<file path="src/rtl/mul_arbiter_if.sv">
// mul_arbiter_if
//   Bundles the requester handshake, the response return path and the
//   multiplier control/data lines of one mul_arbiter instance.
//   Parameters: N (operand width), NUM_REQ (number of requesters).
//   Modports:
//     slave  - the arbiter: takes requests and mul results, drives
//              req_ready/rsp_* and the mul control/operand lines
//     master - the environment: requesters plus the multiplier
//   Signals:
//     req_valid[NUM_REQ], req_a/req_b[NUM_REQ*N] (requester i at [i*N +: N])
//     req_ready[NUM_REQ], rsp_valid[NUM_REQ], rsp_data[2N], rsp_err
//     mul_rst, mul_start, mul_a[N], mul_b[N], mul_out[2N], mul_busy
interface mul_arbiter_if #(
   parameter int N       = 16,
   parameter int NUM_REQ = 2
);
   logic [NUM_REQ-1:0]   req_valid;
   logic [NUM_REQ*N-1:0] req_a;
   logic [NUM_REQ*N-1:0] req_b;
   logic [NUM_REQ-1:0]   req_ready;
   logic [NUM_REQ-1:0]   rsp_valid;
   logic [2*N-1:0]       rsp_data;
   logic                 rsp_err;
   logic                 mul_rst;
   logic                 mul_start;
   logic [N-1:0]         mul_a;
   logic [N-1:0]         mul_b;
   logic [2*N-1:0]       mul_out;
   logic                 mul_busy;

   modport slave (
      input  req_valid, req_a, req_b, mul_out, mul_busy,
      output req_ready, rsp_valid, rsp_data, rsp_err,
             mul_rst, mul_start, mul_a, mul_b
   );

   modport master (
      output req_valid, req_a, req_b, mul_out, mul_busy,
      input  req_ready, rsp_valid, rsp_data, rsp_err,
             mul_rst, mul_start, mul_a, mul_b
   );
endinterface

</file>
<file path="src/rtl/mul_arbiter.sv">
// mul_arbiter
//   Shares one shift-add multiplier between NUM_REQ requesters. Requests are
//   granted round-robin; for each grant the arbiter clears the multiplier
//   accumulator, holds start high for two cycles, waits for busy to drop and
//   returns the product to the granted requester with a one-cycle rsp_valid.
//   Ports:
//     clk  - clock, rising edge
//     rst  - asynchronous, active-high reset
//     bus  - mul_arbiter_if.slave (requests, responses, multiplier lines)
//   Optional feature: define MUL_ARB_TIMEOUT_EN to bound the WAIT state.
//   A multiplier still busy after N+4 WAIT cycles is reset and the requester
//   gets rsp_valid with rsp_err=1 and rsp_data=0. Without the macro WAIT
//   waits indefinitely and rsp_err is tied 0.
//
//   state  | meaning
//   -------+-----------------------------------------------------------
//   IDLE   | no operation; grant next requester round-robin
//   CLEAR  | mul_rst high one cycle to clear the accumulator
//   LAUNCH | mul_start high for two cycles
//   WAIT   | wait for mul_busy low, then capture product and respond
module mul_arbiter #(
   parameter int N       = 16,
   parameter int NUM_REQ = 2
) (
   input  logic          clk,
   input  logic          rst,
   mul_arbiter_if.slave  bus
);

   localparam int IDX_W = (NUM_REQ > 1) ? $clog2(NUM_REQ) : 1;

   typedef enum logic [1:0] {
      S_IDLE,
      S_CLEAR,
      S_LAUNCH,
      S_WAIT
   } state_t;

   state_t               state;
   logic [IDX_W-1:0]     ptr;
   logic                 launch_cnt;
   logic [NUM_REQ-1:0]   req_ready_q;
   logic [NUM_REQ-1:0]   rsp_valid_q;
   logic [2*N-1:0]       rsp_data_q;
   logic                 mul_rst_q;
   logic                 mul_start_q;
   logic [N-1:0]         mul_a_q;
   logic [N-1:0]         mul_b_q;

`ifdef MUL_ARB_TIMEOUT_EN
   localparam int CNT_W = $clog2(N + 4) + 1;
   // Loaded on WAIT entry; terminal count reached on the (N+4)th busy cycle.
   localparam logic [CNT_W-1:0] WAIT_LOAD = CNT_W'(N + 3);

   logic [CNT_W-1:0]     wait_cnt;
   logic                 rsp_err_q;
`endif

   // Round-robin scan: first requester after ptr, wrapping around.
   logic                 gnt_found;
   logic [IDX_W-1:0]     gnt_idx;
   logic [IDX_W-1:0]     cand;
   int                   scan;

   always_comb begin
      gnt_found = 1'b0;
      gnt_idx   = '0;
      cand      = '0;
      scan      = 0;
      for (int k = 1; k <= NUM_REQ; k++) begin
         scan = (int'(ptr) + k) % NUM_REQ;
         cand = IDX_W'(scan);
         if (!gnt_found && bus.req_valid[cand]) begin
            gnt_found = 1'b1;
            gnt_idx   = cand;
         end
      end
   end

   always_ff @(posedge clk or posedge rst) begin
      if (rst) begin
         state       <= S_IDLE;
         ptr         <= IDX_W'(NUM_REQ - 1);
         launch_cnt  <= 1'b0;
         req_ready_q <= '0;
         rsp_valid_q <= '0;
         rsp_data_q  <= '0;
         mul_rst_q   <= 1'b0;
         mul_start_q <= 1'b0;
         mul_a_q     <= '0;
         mul_b_q     <= '0;
`ifdef MUL_ARB_TIMEOUT_EN
         wait_cnt    <= '0;
         rsp_err_q   <= 1'b0;
`endif
      end else begin
         // Handshake pulses and the clear strobe are single-cycle by default.
         req_ready_q <= '0;
         rsp_valid_q <= '0;
         mul_rst_q   <= 1'b0;
`ifdef MUL_ARB_TIMEOUT_EN
         rsp_err_q   <= 1'b0;
`endif
         case (state)
            S_IDLE: begin
               mul_start_q <= 1'b0;
               if (gnt_found) begin
                  req_ready_q[gnt_idx] <= 1'b1;
                  mul_a_q              <= bus.req_a[gnt_idx*N +: N];
                  mul_b_q              <= bus.req_b[gnt_idx*N +: N];
                  ptr                  <= gnt_idx;
                  mul_rst_q            <= 1'b1;
                  state                <= S_CLEAR;
               end
            end

            S_CLEAR: begin
               mul_start_q <= 1'b1;
               launch_cnt  <= 1'b1;
               state       <= S_LAUNCH;
            end

            // Two start cycles so the multiplier's edge detector always
            // samples a rising edge.
            S_LAUNCH: begin
               if (launch_cnt == 1'b0) begin
                  mul_start_q <= 1'b0;
                  state       <= S_WAIT;
`ifdef MUL_ARB_TIMEOUT_EN
                  wait_cnt    <= WAIT_LOAD;
`endif
               end else begin
                  launch_cnt <= launch_cnt - 1'b1;
               end
            end

            S_WAIT: begin
               if (!bus.mul_busy) begin
                  rsp_data_q       <= bus.mul_out;
                  rsp_valid_q[ptr] <= 1'b1;
                  state            <= S_IDLE;
               end
`ifdef MUL_ARB_TIMEOUT_EN
               else if (wait_cnt == '0) begin
                  mul_rst_q        <= 1'b1;
                  rsp_data_q       <= '0;
                  rsp_valid_q[ptr] <= 1'b1;
                  rsp_err_q        <= 1'b1;
                  state            <= S_IDLE;
               end else begin
                  wait_cnt <= wait_cnt - 1'b1;
               end
`endif
            end

            default: begin
               mul_start_q <= 1'b0;
               state       <= S_IDLE;
            end
         endcase
      end
   end

   assign bus.req_ready = req_ready_q;
   assign bus.rsp_valid = rsp_valid_q;
   assign bus.rsp_data  = rsp_data_q;
   assign bus.mul_rst   = mul_rst_q;
   assign bus.mul_start = mul_start_q;
   assign bus.mul_a     = mul_a_q;
   assign bus.mul_b     = mul_b_q;
`ifdef MUL_ARB_TIMEOUT_EN
   assign bus.rsp_err   = rsp_err_q;
`else
   assign bus.rsp_err   = 1'b0;
`endif

endmodule
</file>
<file path="src/flat_wrapper.sv">
// flat-port wrapper written by rule: the top's interface ports become plain ports
module mul_arbiter_flat 
#(
   parameter int N       = 16,
   parameter int NUM_REQ = 2
)
  (clk, rst, bus_req_valid, bus_req_a, bus_req_b, bus_mul_out, bus_mul_busy, bus_req_ready, bus_rsp_valid, bus_rsp_data, bus_rsp_err, bus_mul_rst, bus_mul_start, bus_mul_a, bus_mul_b);
  mul_arbiter_if #(.N(N), .NUM_REQ(NUM_REQ)) bus_i ();
  input  logic clk;
  input  logic rst;
  input wire logic [$bits(bus_i.req_valid)-1:0] bus_req_valid;
  input wire logic [$bits(bus_i.req_a)-1:0] bus_req_a;
  input wire logic [$bits(bus_i.req_b)-1:0] bus_req_b;
  input wire logic [$bits(bus_i.mul_out)-1:0] bus_mul_out;
  input wire logic [$bits(bus_i.mul_busy)-1:0] bus_mul_busy;
  output wire logic [$bits(bus_i.req_ready)-1:0] bus_req_ready;
  output wire logic [$bits(bus_i.rsp_valid)-1:0] bus_rsp_valid;
  output wire logic [$bits(bus_i.rsp_data)-1:0] bus_rsp_data;
  output wire logic [$bits(bus_i.rsp_err)-1:0] bus_rsp_err;
  output wire logic [$bits(bus_i.mul_rst)-1:0] bus_mul_rst;
  output wire logic [$bits(bus_i.mul_start)-1:0] bus_mul_start;
  output wire logic [$bits(bus_i.mul_a)-1:0] bus_mul_a;
  output wire logic [$bits(bus_i.mul_b)-1:0] bus_mul_b;
  assign bus_i.req_valid = bus_req_valid;
  assign bus_i.req_a = bus_req_a;
  assign bus_i.req_b = bus_req_b;
  assign bus_i.mul_out = bus_mul_out;
  assign bus_i.mul_busy = bus_mul_busy;
  assign bus_req_ready = bus_i.req_ready;
  assign bus_rsp_valid = bus_i.rsp_valid;
  assign bus_rsp_data = bus_i.rsp_data;
  assign bus_rsp_err = bus_i.rsp_err;
  assign bus_mul_rst = bus_i.mul_rst;
  assign bus_mul_start = bus_i.mul_start;
  assign bus_mul_a = bus_i.mul_a;
  assign bus_mul_b = bus_i.mul_b;
  mul_arbiter #(.N(N), .NUM_REQ(NUM_REQ)) u_core (.clk(clk), .rst(rst), .bus(bus_i));
endmodule
</file>
<file path="config.mk">
export PLATFORM = sky130hd
export DESIGN_NAME = mul_arbiter_flat
export DESIGN_NICKNAME = d
export VERILOG_FILES = /design/src/rtl/mul_arbiter_if.sv /design/src/rtl/mul_arbiter.sv /design/src/flat_wrapper.sv
export SDC_FILE = /design/constraint.sdc
export NUM_CORES = 1
export LEC_CHECK = 0
export CAP_MARGIN = 20
export CORE_UTILIZATION = 41
export DETAILED_ROUTE_END_ITERATION = 8
export GPL_ROUTABILITY_DRIVEN = 1
export PLACE_DENSITY = 0.95
export SYNTH_ARGS = -nofsm -noshare
export SYNTH_HDL_FRONTEND = slang
export SYNTH_SLANG_ARGS = --single-unit
export TNS_END_PERCENT = 10
</file>
<file path="constraint.sdc">
create_clock -name clk -period 4.4 [get_ports clk]
set_clock_uncertainty 0.05 [all_clocks]
set_input_delay 0.66 -clock clk [delete_from_list [all_inputs] [get_ports clk]]
set_output_delay 0.66 -clock clk [all_outputs]
set_load 0.02 [all_outputs]
</file>
# Yosys cells after proc, flatten, opt, wreduce, memory -nomap -nowiden
# Index checks and enable logic that the tools add are counted.
[totals]
register_bits = 74
in_bits = 101
out_inout_bits = 71
word_cells = 65
[classes]
add_sub_neg = 3
magnitude_cmp = 6
n_eq_ne = 6
shift = 2
muxes = 26
bitwise = 1
n_reduce_logical = 11
[op_table]
columns = ["operator", "n"]
rows = [
  ["32-bit by 6-bit variable part select with 16-bit output", 2],
  ["1-bit two-way mux", 14],
  ["2-bit two-way mux", 7],
  ["1-bit by 2-bit less-than comparator with 1-bit output (second input constant)", 4],
  ["2-bit case mux with 4 select lines", 1],
  ["2-bit AND reduction", 3],
  ["2-bit == test (second input constant)", 2],
  ["2-bit != test (second input constant)", 2],
  ["1-bit logical AND", 3],
  ["1-bit case mux with 3 select lines", 1],
  ["3-bit AND reduction", 1],
  ["3-bit nonzero test", 1],
  ["1-bit adder (second input constant)", 2],
  ["1-bit demux with 1-bit select", 2],
  ["2-bit by 1-bit == test with 1-bit output (second input constant)", 1],
  ["1-bit greater-or-equal comparator (second input constant)", 2],
  ["2-bit zero test", 1],
  ["2-bit by 1-bit != test with 1-bit output (second input constant)", 1],
  ["1-bit case mux with 2 select lines", 1],
  ["2-bit nonzero test", 1],
  ["1-bit zero test", 1],
  ["1-bit inverter", 1],
  ["1-bit subtractor (second input constant)", 1],
]

# Depth between registers and ports, before layout
[logic_depth]
word_depth = 13
depth_mapped = 7
ltp_nobuf = 6

# Worst setup path after synthesis
# No wires, ideal clock.
[synth_timing]
kind = "in2reg"
from = "in bus_mul_busy"
to = "reg u_core.rsp_data_q[10] (netlist: u_core.bus.rsp_data[10])"
setup_time_ps = 125
arrival_time_ps = 1450
required_time_ps = 4225
path_slack_ps = 2776
stages = 4
path_buffers = 2
path_cell_list = "nor2b_1 buf_2 buf_2 mux2_2"
[synth_via]
elab_chain_cells = 2
[synth_rtl]
columns = ["item", "line_no", "rtl"]
rows = [
  ["start: declaration", "flat_wrapper.sv:15", "input wire logic [$bits(bus_i.mul_busy)-1:0] bus_mul_busy;"],
  ["1-bit inverter (no line)", "-", ""],
  ["2-bit AND reduction (no line)", "-", ""],
  ["end signal: assignment", "mul_arbiter.sv:139", "rsp_data_q <= bus.mul_out;"],
  ["end: declaration", "mul_arbiter.sv:44", "logic [2*N-1:0] rsp_data_q;"],
]
# No other way between the ends.
# A chain may end at the register's enable or synchronous reset.

# Final worst setup path
[layout_timing]
from = "in bus_req_valid[0]"
to = "reg u_core.mul_a_q[14] (netlist: u_core.bus.mul_a[14])"
[layout_via]
elab_chain_cells = 7
word_cells_on_any_way = 12
classes_between = "shift: 1; mux: 8; reduce/logical: 3"
[layout_rtl]
columns = ["item", "line_no", "rtl"]
rows = [
  ["start: declaration", "flat_wrapper.sv:11", "input wire logic [$bits(bus_i.req_valid)-1:0] bus_req_valid;"],
  ["1-bit two-way mux (not written as such) (2 in a row)", "mul_arbiter.sv:73", "if (!gnt_found && bus.req_valid[cand]) begin"],
  ["1-bit two-way mux", "mul_arbiter.sv:73", ""],
  ["1-bit zero test", "mul_arbiter.sv:73", ""],
  ["1-bit logical AND", "mul_arbiter.sv:73", ""],
  ["1-bit two-way mux", "mul_arbiter.sv:73", ""],
  ["32-bit by 6-bit variable part select with 16-bit output or 2-bit AND reduction (tied branches)", "-", ""],
  ["end signal: assignment", "mul_arbiter.sv:109", "mul_a_q <= bus.req_a[gnt_idx*N +: N];"],
  ["end: declaration", "mul_arbiter.sv:47", "logic [N-1:0] mul_a_q;"],
]
# Several ways; a longest one is shown, not always the timed one. The select of a mux whose other input is x is not followed.

==> impl_metrics.yaml <==
power_and_ir_drop:
  pwr-share-comb: 0.520
  power.density_nw_per_um2: 711.2
  p_seq_frac: 0.338
  swShare: 0.3832
  power_mw: 3.590
  p_leak_nw: 2.146
  clockPowerShare: 0.141
  ir_drop_mv: 0.3651
  switchingPower_mw: 1.376
  p_int_mw: 2.215
worst_setup_path:
  path_cells: "clkdlybuf4s50_1, o21ai_2, buf_4, inv_1, nor2_1, a21oi_1"
  ff2ff_setup_slack_ps: 2050
  endpoint: "u_core.bus.mul_a[14]$_DFFE_PP0P_"
  cp-startpoint: "bus_req_valid[0]"
  crit_slowest_cell: "inv_1"
  path_max_fanout: 34
  end_kind: "flip-flop"
  critPathLaunchType: "input port"
  r2r_cells: 7
  cp.required_ps: 4590
  critPathMaxStageDelay_ps: 760
  arrival_ps: 2660
  worstReg2RegStart: "u_core.state[0]$_DFFE_PP0P_"
  r2r-end: "u_core.bus.mul_a[14]$_DFFE_PP0P_"
  path_class: "in2reg"
cells_and_area:
  drive_above_1_share: 0.1325
  fill_cells: 541
  antenna_cells: 0
  multi_input_area_um2: 1127
  nets: 554
  syn_to_final_growth_pct: 64.09
  regArea_um2: 1853
sta:
  fmax_mhz: 404.8
  slew_headroom: 0.3477
  worstMarginPinSlew_ps: 977.4
  setup_viol: 0
  rsz0062_at_grt: "false"
  min_period_ps: 2470
  finalHoldViolCount: 0
  setup-tns-final_ps: 0
  final-max-slew-violation-count: 0
  post-route-period-util: 0.5615
min_path:
  hp-class: "reg2reg"
  hold_path_startpoint: "u_core.bus.rsp_data[9]$_DFFE_PP0P_"
global_route:
  grt_pass1_wl_um: 12610
  first_global_vias: 2721
  grt.total_usage: 0.2113
  grt_max_degree: 40
  grt_overflow: 0
  antenna_found_initial: 0
clocking:
  clockRootBuffer: "clkbuf_8"
  cts.sinks: 74
  tritoncts: "done"
  path_clk_slew_ps: 70
  h-tree-depth: 3
  cts_resized: 0
  clock_path_buffers: 2
  cts_buffers: 9
  clk_latency_ps: 330
  cts_hold_buf: 0
  cts_setup_buffers: 0
placed_design:
  place_hpwl_um: 6119
  portBuffers: 170
  gp_congestion: 0.7429
yosys:
  syn-num-nets: 386
  syn_area_um2: 3077
  ys_async_sr_fraction: 1.000
  synth_edf_count: 0
  ys_types: 23
  ys_ff_latch: 74
  ys.flop_type: "dfrtp_1"
  yosysSeqAreaShare: 0.6023
  avgSynthCellArea_um2: 10.99
  syn_inst: 280
  yosys_warnings: 0
floorplan:
  die_x_um: 88.63
  die_h_um: 88.63
  initial_core_util: 0.4242
  dieArea_um2: 7854
  core_area_um2: 7253
  num_rows: 31
  io_pins: 172
run_status:
  outcome: "completed"
route:
  wirelength_um: 8224
  top_layer_used: "met4"
  vias_per_cell: 4.937
  routed-wl-met2_um: 4095
  ant_nets: 0
  dr_total_vias: 2725
  dr_wl_met3_um: 807
  drc: 0
  wl_met1_um: 3161
  initialDrtViolationCount: 160
  dr.pass1.iters: 4
  wire_per_inst_um: 14.90
flow_run:
  drv_cap: 0
## flip-flops by register name, summed over array words and instances (netlist names)
signal / flops
u_core.bus.mul_b: 16
u_core.state: 2
u_core.bus.req_ready: 2
u_core.bus.rsp_valid: 2
u_core.bus.rsp_data: 32
u_core.bus.mul_a: 16
u_core.ptr: 1
u_core.launch_cnt: 1
u_core.bus.mul_start: 1
u_core.bus.mul_rst: 1
## worst max-delay path: cells and delay by family
kind,cells,cell delay [ps]
buf+inv,3,1600
simple gates,1,120
compound gates,2,270
## power groups by stage
stage	logic [mW]	clock network, mW	registers, mW
2_1_floorplan	0.613	0	1.59
3_3_place_gp	1.81	0	1.21
3_5_place_dp	1.88	0	1.22
4_1_cts	1.88	0.524	1.22
5_1_grt	2.01	0.549	1.26
6_report	1.87	0.508	1.22
## metrics by stage
step | worst slack, ps | std cells | area [µm²] | hold slack, ps | util
after floorplan | 1810 | 280 | 3077 | 453.8 | -
after global placement | 1790 | 536 | 4855 | 438.0 | 0.6693
after detailed placement | 1599 | 536 | 4855 | 444.5 | 0.6693
after CTS | 1967 | 552 | 5049 | 460.8 | 0.6961
after global routing | 1794 | 552 | 5049 | 472.4 | 0.6961
final | 1930 | 552 | 5049 | 453.3 | 0.6961
## kinds of logic (layout without fill, tap and decap cells)
group | after synthesis | count (layout) | share of synthesized area
adder cells (fa/ha/maj) | 5 | 5 | 0.02033
buffers and inverters | 22 | 195 | 0.03213
flip-flops | 74 | 74 | 0.6023
other | 1 | 1 | 0.001219
multiplexers | 36 | 36 | 0.1309
AO/OA/AOI/OAI | 71 | 71 | 0.1224
AND/OR/NAND/NOR | 71 | 71 | 0.09069
## layer usage
metal,vias to the layer above,track usage
met5,-,0
met4,0,0.08944
met3,15,0.06437
met2,153,0.3720
met1,1280,0.2377
li1,1277,-
## cell usage in the layout, fill, tap and decap left out
cell type	synthesis	routed
nor2b_2	0	1
nor2_1	34	34
mux2_2	33	33
conb_1	1	1
clkinv_4	0	2
nand2_1	32	32
a31oi_1	1	1
and2_1	2	2
clkinvlp_4	0	1
buf_4	1	4
o21ai_2	1	1
dfrtp_1	73	73
a21boi_2	1	1
nor2b_1	2	1
mux2_1	1	1
dfstp_2	1	1
clkdlybuf4s50_1	0	170
clkbuf_8	0	9
a21bo_2	1	1
inv_1	5	4
nor2_2	1	1
inv_2	0	1
ha_1	5	5
bufinv_16	0	1
mux2i_1	2	2
clkinv_2	0	3
a21oi_1	66	66
a222oi_1	1	1
## worst min-delay path by stage
| stage | slack [ps] | to | depth (start not counted) |
|---|---|---|---|
| finish | 450 | u_core.bus.rsp_data[9]$_DFFE_PP0P_ | 1 |
| global route | 470 | u_core.bus.rsp_data[0]$_DFFE_PP0P_ | 1 |
| CTS | 460 | u_core.bus.rsp_data[0]$_DFFE_PP0P_ | 1 |
| detailed placement | 440 | u_core.bus.rsp_data[0]$_DFFE_PP0P_ | 1 |
| global placement | 440 | u_core.bus.rsp_data[25]$_DFFE_PP0P_ | 1 |
| floorplan | 450 | u_core.bus.rsp_valid[0]$_DFF_PP0_ | 1 |
## Yosys cell counts, types with 2 or more instances
library cell | count | area [µm²]
dfrtp_1 | 73 | 1827
a21oi_1 | 66 | 330.3
nor2_1 | 34 | 127.6
mux2_2 | 33 | 371.6
nand2_1 | 32 | 120.1
buf_2 | 10 | 50.05
clkbuf_1 | 5 | 18.77
ha_1 | 5 | 62.56
inv_1 | 5 | 18.77
and2_1 | 2 | 12.51
mux2i_1 | 2 | 20.02
nor2b_1 | 2 | 12.51
## area by class of cell
| cell class | instances | area share |
|---|---|---|
| clock buffers | 9 | 0.02454 |
| well taps | 99 | 0.02454 |
| inverters | 5 | 0.003717 |
| flip-flops and latches | 74 | 0.3670 |
| clock inverters | 7 | 0.01388 |
| repair buffers | 174 | 0.3430 |
| multi-input cells | 184 | 0.2233 |
(Power assumes the default switching activity.)
